## config.mk

```make
export PLATFORM = sky130hd
export DESIGN_NAME = sdram_arb
export DESIGN_NICKNAME = d
export VERILOG_FILES = /design/src/rtl/sdram_arb.sv
export SDC_FILE = /design/constraint.sdc
export NUM_CORES = 1
export LEC_CHECK = 0
export BUFFER_PORTS_ARGS = -buffer_cell sky130_fd_sc_hd__buf_2
export CAP_MARGIN = 20
export CORE_MARGIN = 3
export CORE_UTILIZATION = 30
export CTS_BUF_LIST = sky130_fd_sc_hd__clkbuf_2 sky130_fd_sc_hd__clkbuf_4 sky130_fd_sc_hd__clkbuf_8
export DETAILED_ROUTE_END_ITERATION = 6
export GPL_ROUTABILITY_DRIVEN = 0
export GPL_TIMING_DRIVEN = 0
export HOLD_SLACK_MARGIN = 0.05
export SYNTH_ARGS = -nofsm -noshare
export SYNTH_HDL_FRONTEND = slang
export SYNTH_SLANG_ARGS = --single-unit
```

## constraint.sdc

```tcl
create_clock -name clk -period 4.4 [get_ports clk]
set_input_delay 0.22 -clock clk [delete_from_list [all_inputs] [get_ports clk]]
set_output_delay 0.22 -clock clk [all_outputs]
set_load 0.05 [all_outputs]
```

## src/rtl/sdram_arb.sv

```systemverilog
// rtl/sdram_arb.sv - three-port round-robin arbiter in front of an SDRAM controller
module sdram_arb #(
    parameter int RFSH_PERIOD = 780
) (
    input  logic        clk,
    input  logic        reset,
    input  logic [2:0]  req,
    input  logic [2:0]  we,
    input  logic [77:0] addr,
    input  logic [5:0]  bs,
    input  logic [47:0] din,
    output logic [2:0]  ack,
    output logic [15:0] dout,
    output logic        sd_sel,
    output logic        sd_rd,
    output logic        sd_wr,
    output logic [25:0] sd_addr,
    output logic [1:0]  sd_bs,
    output logic [15:0] sd_din,
    input  logic        sd_ready,
    input  logic [15:0] sd_dout,
    output logic        sd_refresh
);

    localparam logic [1:0] S_IDLE      = 2'd0;
    localparam logic [1:0] S_WAIT_LOW  = 2'd1;
    localparam logic [1:0] S_WAIT_HIGH = 2'd2;
    localparam logic [1:0] S_DONE      = 2'd3;

    localparam int              CW      = (RFSH_PERIOD > 1) ? $clog2(RFSH_PERIOD) : 1;
    localparam logic [CW-1:0]   CNT_MAX = CW'(RFSH_PERIOD - 1);

    logic [1:0]    r_state;
    logic [1:0]    r_last;
    logic [1:0]    r_grant;
    logic [2:0]    r_ack;
    logic [15:0]   r_dout;
    logic          r_sel;
    logic          r_rd;
    logic          r_wr;
    logic [25:0]   r_addr;
    logic [1:0]    r_bs;
    logic [15:0]   r_din;
    logic [CW-1:0] r_rfsh_cnt;
    logic          r_refresh;

    logic [1:0]    w_pick;
    logic          w_any;
    logic          w_we;
    logic [25:0]   w_addr;
    logic [1:0]    w_bs;
    logic [15:0]   w_din;

    assign w_any = |req;

    // Round-robin choice: start looking at the port after the last one granted.
    always_comb begin
        w_pick = 2'd0;
        case (r_last)
            2'd0:    w_pick = req[1] ? 2'd1 : (req[2] ? 2'd2 : 2'd0);
            2'd1:    w_pick = req[2] ? 2'd2 : (req[0] ? 2'd0 : 2'd1);
            default: w_pick = req[0] ? 2'd0 : (req[1] ? 2'd1 : 2'd2);
        endcase
    end

    // Select the access parameters of the port that would be granted.
    always_comb begin
        w_we   = we[0];
        w_addr = addr[25:0];
        w_bs   = bs[1:0];
        w_din  = din[15:0];
        case (w_pick)
            2'd1: begin
                w_we   = we[1];
                w_addr = addr[51:26];
                w_bs   = bs[3:2];
                w_din  = din[31:16];
            end
            2'd2: begin
                w_we   = we[2];
                w_addr = addr[77:52];
                w_bs   = bs[5:4];
                w_din  = din[47:32];
            end
            default: ;
        endcase
    end

    // Access handshake: grant, hold strobes until the controller goes busy,
    // wait for it to finish, then ack and give the requester a cycle to drop req.
    always_ff @(posedge clk or posedge reset) begin
        if (reset) begin
            r_state <= S_IDLE;
            r_last  <= 2'd2;
            r_grant <= 2'd0;
            r_ack   <= 3'b000;
            r_dout  <= 16'h0000;
            r_sel   <= 1'b0;
            r_rd    <= 1'b0;
            r_wr    <= 1'b0;
            r_addr  <= 26'd0;
            r_bs    <= 2'b00;
            r_din   <= 16'h0000;
        end else begin
            r_ack <= 3'b000;
            case (r_state)
                S_IDLE: begin
                    if (w_any && sd_ready) begin
                        r_grant <= w_pick;
                        r_last  <= w_pick;
                        r_sel   <= 1'b1;
                        r_wr    <= w_we;
                        r_rd    <= ~w_we;
                        r_addr  <= w_addr;
                        r_bs    <= w_bs;
                        r_din   <= w_din;
                        r_state <= S_WAIT_LOW;
                    end
                end
                S_WAIT_LOW: begin
                    // sd_ready may stay high for a long time while a refresh runs.
                    if (!sd_ready) begin
                        r_sel   <= 1'b0;
                        r_rd    <= 1'b0;
                        r_wr    <= 1'b0;
                        r_state <= S_WAIT_HIGH;
                    end
                end
                S_WAIT_HIGH: begin
                    if (sd_ready) begin
                        r_dout  <= sd_dout;
                        r_ack   <= 3'b001 << r_grant;
                        r_state <= S_DONE;
                    end
                end
                default: begin
                    r_state <= S_IDLE;
                end
            endcase
        end
    end

    // Free-running refresh timer; each wrap flips the refresh request line.
    always_ff @(posedge clk or posedge reset) begin
        if (reset) begin
            r_rfsh_cnt <= '0;
            r_refresh  <= 1'b0;
        end else if (r_rfsh_cnt == CNT_MAX) begin
            r_rfsh_cnt <= '0;
            r_refresh  <= ~r_refresh;
        end else begin
            r_rfsh_cnt <= r_rfsh_cnt + 1'b1;
        end
    end

    assign ack        = r_ack;
    assign dout       = r_dout;
    assign sd_sel     = r_sel;
    assign sd_rd      = r_rd;
    assign sd_wr      = r_wr;
    assign sd_addr    = r_addr;
    assign sd_bs      = r_bs;
    assign sd_din     = r_din;
    assign sd_refresh = r_refresh;

endmodule
```

==> flow_metrics.env <==
export IMPL_setup_viol=0
export IMPL_route_detailed_drc=0
export IMPL_insertion_delay_ns=0.36
export IMPL_cp_arrival_ns=3.09
export IMPL_fp_dieArea_sq_um=15240
export IMPL_routed_via_density=5.002
export IMPL_final_period_utilization=0.6437
export IMPL_cts_hold_buffers=1
export IMPL_yosys_most_used_dff="dfrtp_1"
export IMPL_ir_worst_vdd_v=0.0004251
export IMPL_p_per_area_nw_per_um2=826.7
export IMPL_wl_per_cell_microns=16.16
export IMPL_dr_first_iter_drc_count=209
export IMPL_hpwlAfterDp_mm=10.06
export IMPL_synthArstFlopShare=1.000
export IMPL_fillers=1323
export IMPL_ioPinCount=224
export IMPL_multi_input_area_sq_um=1837
export IMPL_ys_ff_latch=82
export IMPL_num_antenna_cells=0
export IMPL_grt_pass1_vias=4059
export IMPL_worst_setup_path_type="register to register"
export IMPL_ant_nets=0
export IMPL_layout_common_cells="buf_2, dfrtp_1, nor2_1"
export IMPL_cts_sinks=82
export IMPL_end_kind="register"
export IMPL_path_clk_slew_ns=0.08
export IMPL_io_buffers=220
export IMPL_setup_tns_ns=0
export IMPL_vias=4052
export IMPL_synth_enable_flop_cells=0
export IMPL_antenna_found_initial=0
export IMPL_tritoncts="yes"
export IMPL_htree_num_levels=3
export IMPL_grt_pass1_wl_mm=20.54
export IMPL_drv_slew=0
export IMPL_crit_path_start_kind="register"
export IMPL_mostFrequentLayoutCell="buf_2"
export IMPL_post_cts_buffers=0
export IMPL_avgSynthCellArea_sq_um=10.45
export IMPL_cp_required_ns=4.66
export IMPL_fin_nets=792
export IMPL_register_area_sq_um=2053
export IMPL_hold_worst_slack_ns=0.09048
export IMPL_hold_class="primary input to register"
export IMPL_synth_cell_type_count=46
export IMPL_area_delta_synth_final_pct=37.76
export IMPL_cts_buffers=9
export IMPL_netlist_instances=396
export IMPL_syn_area_sq_um=4139
export IMPL_p_leak_nw=2.864
export IMPL_layout_drive_gt1_share=0.4448
export IMPL_period_needed_ns=2.832
export IMPL_start_util=0.3101
export IMPL_die_y_microns=123.5
export IMPL_die_width_microns=123.5
export IMPL_gr_usage_all_layers=0.1732
export IMPL_yosys_warnings=0
export IMPL_status="finished, final reports clean"
export IMPL_clk_path_buf_depth=2
export IMPL_cts_resized=0
export IMPL_clock_root_buffer="clkbuf_8"
export IMPL_slew_headroom=0.4201
export IMPL_tightest_slew_ns=0.8678
export IMPL_skew_ns=0.008529
export IMPL_seq_area_frac_synth=0.4961
export IMPL_core_area_sq_um=13350
export IMPL_crit_fanout=10
export IMPL_wl_mm=13.09
export IMPL_grt_overflow=0
export IMPL_cap_violations=0
export IMPL_fmax_mhz=353.1
export IMPL_num_rows=42
export IMPL_hold_viol_final=0
export IMPL_grt_max_degree=44
export IMPL_rsz0062_at_grt="no"
export IMPL_drtPass1Iterations=5
export IMPL_syn_num_nets=559
[Yosys cell counts, types with 2 or more instances]
cell type / n / area, sq um
xnor2_1: 4 / 35.03
mux2_2: 18 / 202.7
nand4_1: 3 / 18.77
buf_2: 4 / 20.02
nor3b_1: 2 / 15.01
dfrtp_1: 81 / 2027
o31ai_1: 48 / 360.4
a221oi_1: 44 / 385.4
nand2b_1: 2 / 12.51
clkbuf_1: 17 / 63.81
ha_1: 6 / 75.07
inv_1: 8 / 30.03
nor3_1: 3 / 15.01
nand2_1: 49 / 183.9
a21oi_1: 4 / 20.02
nor2_1: 53 / 198.9
buf_6: 11 / 123.9
xor2_1: 3 / 26.28
o21ai_0: 5 / 25.02
nand3_1: 4 / 20.02
nor2b_1: 2 / 12.51
[registers in the layout (all words and copies together), names as in the netlist, 2 cells and up]
| register | flops |
|---|---|
| dout | 16 |
| r_last | 2 |
| r_state | 2 |
| sd_bs | 2 |
| sd_din | 16 |
| sd_addr | 26 |
| ack | 3 |
| r_rfsh_cnt | 10 |
[kinds of logic after synthesis]
| kind of cell | share of synthesized area |
|---|---|
| AO/OA/AOI/OAI | 0.2161 |
| XOR/XNOR | 0.01481 |
| adder cells (fa/ha/maj) | 0.01814 |
| buffers and inverters | 0.06016 |
| flip-flops | 0.4961 |
| multiplexers | 0.04897 |
| AND/OR/NAND/NOR | 0.1457 |
[area by class of cell]
cell class / count / share of cell area
clock inverter: 2 / 0.006144
timing repair buffer: 222 / 0.1984
multi-input combinational: 272 / 0.3221
clock buffer: 14 / 0.03050
tap: 176 / 0.03862
sequential: 82 / 0.3601
buffer: 33 / 0.03774
inverter: 9 / 0.006364
[worst paths after layout]
path	slack [ns]	end	startpoint	cells past startpoint
max	1.57	sd_din[3]$_DFFE_PP0P_	r_last[0]$_DFFE_PP0P_	9
min	0.09	dout[11]$_DFFE_PP0P_	sd_dout[11]	2
max reg2reg	1.57	sd_din[3]$_DFFE_PP0P_	r_last[0]$_DFFE_PP0P_	9
min reg2reg	0.47	sd_din[0]$_DFFE_PP0P_	sd_din[0]$_DFFE_PP0P_	2
max in group asynchronous	3.30	r_last[1]$_DFFE_PP1P_	reset	4
min in group asynchronous	0.45	sd_wr$_DFFE_PP0P_	reset	3
[per-layer routing]
layer	share of wire	track usage	wire length [microns]	up-vias
met5	0	0	0	-
met2	0.49	0.2786	6374	142
met4	0.018	0.06021	232	0
li1	-	-	-	1935
met3	0.063	0.03888	825	18
met1	0.43	0.2298	5660	1957
[stage by stage]
| step | total power [mW] | util | cell area, sq um | std cells | setup slack (ns) |
|---|---|---|---|---|---|
| final | 4.714 | 0.4272 | 5702 | 810 | 1.568 |
| after global routing | 5.057 | 0.4272 | 5702 | 810 | 1.302 |
| after CTS | 4.771 | 0.4272 | 5702 | 810 | 1.509 |
| after detailed placement | 4.179 | 0.4108 | 5483 | 793 | 1.530 |
| after global placement | 4.120 | 0.4091 | 5460 | 792 | 1.017 |
| after floorplan | 3.380 | - | 4139 | 396 | 2.073 |
[worst max-delay path: stages, from the launching register on]
cell	delay, ns
dfrtp_1	0.42
inv_1	0.09
o311a_1	0.39
or2_2	0.31
ha_1	0.28
buf_2	0.21
inv_2	0.22
clkbuf_1	0.46
nor2_1	0.10
o31ai_1	0.25
[report_power, final]
part | switching (mW) | internal [mW] | leakage (nW) | total, mW
Clock | 0.267 | 0.312 | 0.111 | 0.580
Combinational | 2.08 | 0.840 | 1.73 | 2.92
Sequential | 0.155 | 1.06 | 1.02 | 1.22
Total | 2.50 | 2.21 | 2.86 | 4.71
Power figures use the tool's default switching activity.
